## config.mk

```make
export PLATFORM = sky130hd
export DESIGN_NAME = bus_arb
export DESIGN_NICKNAME = d
export VERILOG_FILES = /design/src/rtl/bus_arb_pkg.sv /design/src/rtl/bus_arb_mux.sv /design/src/rtl/bus_arb.sv
export SDC_FILE = /design/constraint.sdc
export NUM_CORES = 1
export LEC_CHECK = 0
export BUFFER_PORTS_ARGS = -buffer_cell sky130_fd_sc_hd__buf_4
export CORE_AREA = 4 4 119 121
export CTS_CLUSTER_SIZE = 16
export DETAILED_ROUTE_END_ITERATION = 10
export DIE_AREA = 0 0 123 125
export HOLD_SLACK_MARGIN = 0.05
export PLACE_DENSITY_LB_ADDON = 0.1
export SLEW_MARGIN = 15
export SYNTH_ARGS = -nofsm -noshare
export SYNTH_HDL_FRONTEND = slang
export SYNTH_HIERARCHICAL = 1
export SYNTH_SLANG_ARGS = --single-unit
```

## constraint.sdc

```tcl
create_clock -name clk -period 2.2 [get_ports clk]
set_clock_uncertainty 0.2 [all_clocks]
set_input_delay 0.33 -clock clk [delete_from_list [all_inputs] [get_ports clk]]
set_output_delay 0.33 -clock clk [all_outputs]
set_load 0.01 [all_outputs]
```

## src/rtl/bus_arb_pkg.sv

```systemverilog
// Shared types and constants for the two-master bus arbiter.
// Latency: n/a (declarations only).
// Backpressure: n/a (declarations only).
package bus_arb_pkg;

  // Default number of cycles an unlocked owner keeps the bus while the other master waits.
  localparam int MAX_TENURE_DEF = 16;

  // Arbiter ownership states.
  typedef enum logic [1:0] {
    ST_IDLE = 2'd0,
    ST_OWN0 = 2'd1,
    ST_OWN1 = 2'd2
  } state_e;

  // One master's request-side bus fields, bundled so the mux selects them as a unit.
  typedef struct packed {
    logic [31:0] addr;
    logic        we;
    logic [31:0] wd;
    logic [3:0]  byte_en;
  } bus_req_t;

endpackage

```

## src/rtl/bus_arb_mux.sv

```systemverilog
// Master-to-slave request mux: forwards the owning master's fields, zero when idle.
// Latency: purely combinational, zero cycles.
// Backpressure: none; the slave side follows the registered ownership state.
module bus_arb_mux
  import bus_arb_pkg::*;
(
  input  state_e   i_state,
  input  bus_req_t i_m0,
  input  bus_req_t i_m1,
  output bus_req_t o_s
);

  // Select the owner's fields; anything other than an owning state drives all zeros,
  // so a write strobe can never reach the slave for a master that is not granted.
  always_comb begin
    o_s = '0;
    case (i_state)
      ST_OWN0: o_s = i_m0;
      ST_OWN1: o_s = i_m1;
      default: o_s = '0;
    endcase
  end

endmodule

```

## src/rtl/bus_arb.sv

```systemverilog
// Two-master (CPU/DMA) bus arbiter with alternating priority, tenure preemption and lock.
// Latency: request sampled at edge N gives grant after edge N; no comb req->grant path.
// Backpressure: waiting master holds its request; owner holds until release or preemption.
module bus_arb
  import bus_arb_pkg::*;
#(
  parameter int MAX_TENURE = MAX_TENURE_DEF
) (
  input  logic        clk,
  input  logic        rstn,
  // master 0 (CPU)
  input  logic        m0_bus_req,
  input  logic        m0_bus_lock,
  output logic        m0_bus_grant,
  input  logic [31:0] m0_addr,
  input  logic        m0_we,
  input  logic [31:0] m0_wd,
  input  logic [3:0]  m0_byte_en,
  output logic [31:0] m0_rd,
  // master 1 (DMA)
  input  logic        m1_bus_req,
  input  logic        m1_bus_lock,
  output logic        m1_bus_grant,
  input  logic [31:0] m1_addr,
  input  logic        m1_we,
  input  logic [31:0] m1_wd,
  input  logic [3:0]  m1_byte_en,
  output logic [31:0] m1_rd,
  // slave bus
  output logic [31:0] s_addr,
  output logic        s_we,
  output logic [31:0] s_wd,
  output logic [3:0]  s_byte_en,
  input  logic [31:0] s_rd
);

  // Counter only needs to reach MAX_TENURE-1; keep at least one bit for MAX_TENURE==1.
  localparam int            CW       = (MAX_TENURE > 1) ? $clog2(MAX_TENURE) : 1;
  localparam logic [CW-1:0] TEN_LAST = CW'(MAX_TENURE - 1);

  state_e          r_state;
  state_e          w_state_nxt;
  logic [CW-1:0]   r_tenure;
  logic [CW-1:0]   w_tenure_nxt;
  logic            r_last;       // 1: master 1 was granted most recently
  logic            w_last_nxt;
  logic            w_tenure_up;
  logic            w_preempt0;   // master 0 owns and must yield to master 1
  logic            w_preempt1;   // master 1 owns and must yield to master 0
  bus_req_t        w_m0_req;
  bus_req_t        w_m1_req;
  bus_req_t        w_s_req;

  // Preemption only once the owner has used its full tenure, is not locked,
  // and the other master is actually waiting.
  assign w_tenure_up = (r_tenure == TEN_LAST);
  assign w_preempt0  = m1_bus_req && !m0_bus_lock && w_tenure_up;
  assign w_preempt1  = m0_bus_req && !m1_bus_lock && w_tenure_up;

  // Next-state: idle picks by request and fairness pointer; owners release or get preempted.
  always_comb begin
    w_state_nxt = r_state;
    case (r_state)
      ST_IDLE: begin
        if (m0_bus_req && m1_bus_req) begin
          w_state_nxt = r_last ? ST_OWN0 : ST_OWN1;
        end else if (m0_bus_req) begin
          w_state_nxt = ST_OWN0;
        end else if (m1_bus_req) begin
          w_state_nxt = ST_OWN1;
        end
      end
      ST_OWN0: begin
        // Releasing owner hands straight over to a waiting master without an idle gap.
        if (!m0_bus_req) begin
          w_state_nxt = m1_bus_req ? ST_OWN1 : ST_IDLE;
        end else if (w_preempt0) begin
          w_state_nxt = ST_OWN1;
        end
      end
      ST_OWN1: begin
        if (!m1_bus_req) begin
          w_state_nxt = m0_bus_req ? ST_OWN0 : ST_IDLE;
        end else if (w_preempt1) begin
          w_state_nxt = ST_OWN0;
        end
      end
      default: w_state_nxt = ST_IDLE;
    endcase
  end

  // Tenure counter: restart on any ownership change, count while owned, saturate.
  always_comb begin
    w_tenure_nxt = r_tenure;
    if (w_state_nxt != r_state) begin
      w_tenure_nxt = '0;
    end else if ((r_state != ST_IDLE) && !w_tenure_up) begin
      w_tenure_nxt = r_tenure + 1'b1;
    end
  end

  // Fairness pointer follows whichever master is being newly granted.
  always_comb begin
    w_last_nxt = r_last;
    if ((w_state_nxt == ST_OWN0) && (r_state != ST_OWN0)) begin
      w_last_nxt = 1'b0;
    end else if ((w_state_nxt == ST_OWN1) && (r_state != ST_OWN1)) begin
      w_last_nxt = 1'b1;
    end
  end

  // State register; reset parks in IDLE with master 1 marked last so master 0 wins first.
  always_ff @(posedge clk or negedge rstn) begin
    if (!rstn) begin
      r_state  <= ST_IDLE;
      r_tenure <= '0;
      r_last   <= 1'b1;
    end else begin
      r_state  <= w_state_nxt;
      r_tenure <= w_tenure_nxt;
      r_last   <= w_last_nxt;
    end
  end

  // Grants decode straight from the state flop, so reset drops them asynchronously.
  assign m0_bus_grant = (r_state == ST_OWN0);
  assign m1_bus_grant = (r_state == ST_OWN1);

  assign w_m0_req = '{addr: m0_addr, we: m0_we, wd: m0_wd, byte_en: m0_byte_en};
  assign w_m1_req = '{addr: m1_addr, we: m1_we, wd: m1_wd, byte_en: m1_byte_en};

  bus_arb_mux u_mux (
    .i_state (r_state),
    .i_m0    (w_m0_req),
    .i_m1    (w_m1_req),
    .o_s     (w_s_req)
  );

  assign s_addr    = w_s_req.addr;
  assign s_we      = w_s_req.we;
  assign s_wd      = w_s_req.wd;
  assign s_byte_en = w_s_req.byte_en;

  // Read data is broadcast; each master only consumes it while granted.
  assign m0_rd = s_rd;
  assign m1_rd = s_rd;

endmodule

```

==> results of run 1 <==
[how the worst max path moves through the flow]
stage	slack [ps]	startpoint	depth (start not counted)	end
final	90	r_state[0]	6	s_byte_en[3]
after detailed placement	190	r_state[0]	6	s_byte_en[1]
after floorplan	250	r_state[0]	6	s_addr[19]
after CTS	8	r_state[0]	6	s_byte_en[3]
after global routing	9	r_state[0]	6	s_addr[7]
after global placement	230	r_state[0]	6	s_byte_en[1]
[tightest hold or removal path: cells and delay by family]
family | cells | cell delay, ps
AND/OR/NAND/NOR | 2 | 130
buffers and inverters | 1 | 130
[cells in the mapped netlist, types with 2 or more instances]
cell type	instances
inv_1	4
dfrtp_1	6
nor2_1	72
nand2_1	4
nor3_1	4
ha_1	3
a22oi_2	11
buf_6	6
xnor2_1	2
clkbuf_1	5
buf_4	65
buf_2	13
a22oi_1	58
[per-stage QoR]
step / area, um^2 / std cells / util [%]
after global routing: 3380 / 590 / 25.8
final: 3380 / 590 / 25.8
after CTS: 3370 / 590 / 25.8
after global placement: 3280 / 585 / 25.1
after detailed placement: 3280 / 585 / 25.1
after floorplan: 1960 / 276 / -
[layout by cell type (no fill, tap or decap), types with 2 or more instances in the layout]
| master | instances |
|---|---|
| ha_2 | 2 |
| nor3_1 | 4 |
| buf_12 | 5 |
| nor2_1 | 72 |
| nand2_1 | 4 |
| a22oi_2 | 13 |
| buf_4 | 216 |
| dfrtp_1 | 6 |
| a22oi_1 | 56 |
| xnor2_1 | 2 |
| clkbuf_16 | 3 |
| inv_1 | 4 |
[registers in the layout, indices dropped and copies added, names as in the netlist]
name and flops:
r_last 1, r_tenure 4, r_state 2
[power by group]
group	internal, mW	switching (mW)
Clock	0.241	0.0677
Sequential	0.172	0.0333
Combinational	1.26	1.45
[layer usage]
layer / GRT usage (%) / vias up / part of all wire [%]
met1: 13.1 / 1138 / 35
met2: 21.6 / 147 / 53
li1: - / 1187 / -
met4: 1.37 / 0 / 0.38
met3: 3.61 / 6 / 12
met5: 0 / - / 0
[layout make-up]
cell class	instances	share of cell area, %
clock buffers	4	2.33
well taps	176	6.51
flip-flops and latches	7	5.22
multi-input cells	175	33.8
repair buffers	223	51.6
inverters	5	0.555
[repair_timing]
item	4_1_cts	5_1_grt
gates resized for setup	1	2
hold endpoints to repair	7	0
setup buffers	0	0
endpoints found under the setup margin	1	27
hold buffers	1	0
[cell families after synthesis]
family,count (synthesis),share of synthesized area [%]
multiplexers,2,1.08
AND/OR/NAND/NOR,88,18.9
XOR/XNOR,2,0.892
flip-flops,7,8.99
buffers and inverters,94,33.5
AO/OA/AOI/OAI,80,34.7
adder cells (fa/ha/maj),3,1.91
==> metrics, run 1 <==
Synth Register Bits=7; Syn Inst Count=276; FF-to-FF path depth=5; Crit path buffers/inverters=3; diodes inserted=0; Worst Slack Setup Final=88.6 ps; port buffer count=214; Synth area leaders=buf_4 25%, a22oi_1 22%, nor2_1 14%; Iter 0 DRT Violations=roughly 80; num ports=slightly above 300; cts bufs inserted=3; Pins Over Slew Limit=0; H-Tree Depth=1; crit path DAT=1580 ps; Place WS=185 ps; EDFF count, synth=0; VDD IR max=0.534 mV; FFs w/ async S/R, synth=100%; vias in the first global route=approximately 2400; die width=123 um; kind of end point of the critical path=primary output; worst hold path endpoint=r_state[0]; dpl hpwl=roughly 8100 um; root buffer cell=clkbuf_16; area grow syn2layout=72.2%; vias per cell=4.20; Synth top area share=24.9%; power consumption=3.23 mW; Clock Path Buffers=2; ys flop type=dfrtp_1; Avg Cell Area, Syn=7.11 um^2; post-layout min period=2110 ps; syn_nets=455; fin nets=just under 600; area leader, netlist=buf_4; Mapped Area=roughly 2000 um^2; GPL Wtd Cong=0.766; PwrDens=955 nW/um^2; RSZ-0062 raised after global routing=no; family with the most delay on the worst path=buffers and inverters; CP Launch Type=register; slew margin rel.=71.2%; Peak Freq=about 0.47 GHz; DR vias=2478; Die Y=between 100 and 150 um; core area=13100 um^2; Setup violations, final=0; WL per Instance=16.8 um; largest net degree at the start of global routing=40; worst reg2reg setup slack=380 ps; hold path cells=3; worst r2r src=r_tenure[0]; worst hold path type=in2reg; Residual DRC=0; Max-Cap Viols=0; clock latency on the worst-skew pair=230 ps; final hold violations=0; critical path's slowest cell=dfrtp_1; CP required=1670 ps; antenna viol nets, final=0; CP max stage delay=390 ps; TritonCTS clock tree=built; Synth Warn #=6; clk sinks=7; end of the worst register-to-register path=r_tenure[3]; GRT Overall Usage=between 10% and 20%; Leak=1.61 nW; Final period util=96.0%; crit-path max FO=34; num rows=between 40 and 50; Tightest Pin Transition=between 400 and 500 ps; crit-path cells=inv_1 -> ha_2 -> buf_12 -> a22oi_2 -> nor2_1 -> buf_4; flip-flop and latch area=176 um^2; die footprint=15400 um^2; multi-input logic area=1140 um^2; layout cells sized above 1=60.1%; hold_sp=m0_bus_req; drt first pass iters=4; status=complete, no violations; Clock transition at path regs=30 ps; Synth cell types=36; Routed WL=9910 um; Total Neg Setup Slack=0 ps; initial core utilization=between 10% and 20%; initial antenna violation count=0; first-pass GRT wire length=14100 um; worst hold margin=roughly 200 ps; grt ovf=0; post-synthesis sequential area ratio=8.99%; filler instances=approximately 1500; Setup CP Type=reg2out
No activity file was read; power rests on OpenSTA's default activity.
==> run 2: changes to the inputs <==
CORE_AREA = 4 4 118 120   (was 4 4 119 121)
DIE_AREA = 0 0 122 124   (was 0 0 123 125)
SYNTH_HIERARCHICAL = default   (was 1)
==> run 2 against run 1 <==
Net effect: routed wire length grew 7.8%; count of clock-buffer cells in the layout is the same; final cell count grew 9.0%; critical path depth grew 1; synthesized cell count grew 6.9%; sequential cell count is the same; highest routed layer unchanged.
==> metrics, run 2 <==
diodes inserted=0 (unchanged); ys flop type=dfrtp_1; Clock transition at path regs=40 ps (about the same); post-layout min period=2170 ps (+62.9 ps); area grow syn2layout=96.4%; power consumption=4.35 mW (+35%); final hold violations=0 (unchanged); port buffer count=214 (unchanged); num rows=42 (unchanged); largest net degree at the start of global routing=36 (-10%); clock latency on the worst-skew pair=230 ps (about the same); placed cells=627 (+7.2%); post-synthesis sequential area ratio=8.19% (-0.80 points); Most flops, register=r_tenure; filler instances=1403 (-4.0%); multi-input logic area=1630 um^2 (+43%); die footprint=15100 um^2 (-1.6%); num ports=311 (unchanged); area leader, netlist=a22oi_1; Setup violations, final=0 (unchanged); VDD IR max=0.313 mV (-42%); worst reg2reg setup slack=80 ps (-300 ps); Tightest Pin Transition=365 ps (-66.1 ps); cts bufs inserted=3 (unchanged); Avg Cell Area, Syn=7.30 um^2 (+2.7%); GRT Overall Usage=11.1% (-0.45 points); top flop regs=r_tenure: 4 flops, r_state: 2 flops, r_last: 1 flops; Peak Freq=0.460 GHz (-2.9%); most frequent cells after synthesis=70 x a22oi_1, 69 x nor2b_1, 64 x buf_4; commonest cells after routing, fill and taps aside=237 x buf_4, 68 x nor2b_1, 44 x a22oi_1; antenna viol nets, final=0 (unchanged); Iter 0 DRT Violations=71 (-13%); Pins Over Slew Limit=0 (unchanged); dpl hpwl=7700 um (-4.3%); status=complete, no violations; Syn Inst Count=295 (+6.9%); Synth cell types=43 (+19%); most frequent cell after synthesis=a22oi_1; DR vias=2832 (+14%); Synth top area share=24.4% (-0.47 points); vias in the first global route=2660 (+12%); commonest non-fill, non-tap cell in the layout=buf_4; fin nets=649 (+9.3%); grt ovf=0 (unchanged); fin cells=643 (+9.0%); GPL Wtd Cong=0.819 (+7.0%); syn_nets=476 (+4.6%); Die Y=124 um (-0.80%); H-Tree Depth=1 (unchanged); initial antenna violation count=0 (unchanged); Core Util, Final=32.6% (+6.8 points); clk sinks=7 (unchanged); Synth Warn #=0 (-6); Clock Path Buffers=2 (unchanged); Mapped Area=2150 um^2 (+9.8%); core area=13000 um^2 (-0.80%); FFs w/ async S/R, synth=100% (unchanged); CP Launch Type=register; Residual DRC=0 (unchanged); EDFF count, synth=0 (unchanged); initial core utilization=16.6% (+1.6 points); TritonCTS clock tree=built; layout cells sized above 1=65.3% (+5.2 points); critical path's slowest cell=dfrtp_1; Routed WL=10700 um (+7.8%); Max-Cap Viols=0 (unchanged); first-pass GRT wire length=13500 um (-4.2%); flip-flop count of the largest register after layout=4 (unchanged); die width=122 um (-0.81%); Synth area leaders=a22oi_1 24%, buf_4 22%, nor2b_1 20%; drt first pass iters=4 (unchanged); CP required=1670 ps (about the same); crit-path max FO=17 (-50%); WL per Instance=16.6 um (-1.1%); PwrDens=1030 nW/um^2 (+7.6%); RSZ-0062 raised after global routing=yes; Synth Register Bits=7 (unchanged); worst hold path type=in2async; Final period util=98.8% (+2.9 points); slew margin rel.=75.7% (+4.5 points); crit-path cells=buf_6 -> ha_4 -> buf_12 -> clkbuf_16 -> a22oi_1 -> nor2b_1 -> buf_4; Leak=1.85 nW (+15%); flip-flop and latch area=176 um^2 (unchanged); vias per cell=4.40 (+4.9%); CP max stage delay=400 ps (about the same); Setup CP Type=reg2out; kind of end point of the critical path=primary output; root buffer cell=clkbuf_16; crit path DAT=1640 ps (+60 ps)
## run 2: cell count changes after synthesis, sizes merged, moves of 3 or more
cell / previous run / this run
nor2b: 1 / 69
buf: 84 / 66
o32ai: 0 / 3
a21oi: 1 / 4
clkbuf: 5 / 21
nor2: 73 / 7
## run 2: path summary, 6_finish.rpt
check | depth (start not counted) | endpoint | startpoint
worst max-delay path | 7 | s_byte_en[1] | r_state[1]
worst min-delay path | 2 | r_tenure[2] | rstn
worst max register to register | 7 | r_last | r_state[0]
worst min register to register | 1 | r_last | r_last
min in group clk | 1 | r_last | r_last
max in group asynchronous | 2 | r_last | rstn
## run 2: logic make-up (layout without fill, tap and decap cells)
group | count (synthesis) | count (layout) | share of synthesized area [%]
xor gates and xnor gates | 1 | 1 | 0.407
AOI/OAI and AO/OA | 96 | 96 | 33.3
muxes | 1 | 1 | 0.465
adders and majority gates | 5 | 5 | 2.90
buffers and inverters | 93 | 265 | 28.5
DFF | 7 | 7 | 8.19
and+or+nand+nor | 92 | 92 | 26.2
## run 2: layout make-up
type | instances | share of cell area [%]
repair buffers | 255 | 49.6
multi-input cells | 195 | 38.6
well taps | 176 | 5.20
flip-flops and latches | 7 | 4.17
clock buffers | 4 | 1.86
inverters | 6 | 0.532
## run 2: layer usage
layer / global-route usage (%) / vias to the layer above / routed length, um
met5: 0 / - / 0
met1: 11.8 / 1306 / 3660
li1: - / 1343 / -
met2: 21.4 / 160 / 5850
met3: 2.59 / 23 / 969
met4: 3.92 / 0 / 193
## run 2: through the flow
stage          hold slack (ps)  setup slack [ps]  area [um^2]  setup TNS [ps]
6_report                   254              25.7         4230               0
2_1_floorplan             -166             -14.7         2170           -14.7
4_1_cts                    254              1.25         3850               0
3_5_place_dp             -42.5             -34.0         3660           -34.0
3_3_place_gp             -43.0              16.0         3660               0
5_1_grt                    268             -37.2         4230            -331
## run 2: worst max-delay path, delay by kind of cell, from the launching register on
family,cells,cell delay (ps)
fa+ha+maj,1,170
simple gates,1,70
compound gates,1,160
buf+inv,4,610
flops,1,400
## run 2: repair_timing
action,in CTS,in global routing
endpoints found under the setup margin,71,57
cloned,1,5
resized for setup,14,47
setup buffers,1,4
hold buffers,1,0
pin swaps,1,13
endpoints found under the hold margin,7,0
## run 2: power breakdown
group,internal [mW],switching [mW]
registers,0.173,0.0330
logic,2.08,1.75
clock network,0.241,0.0714
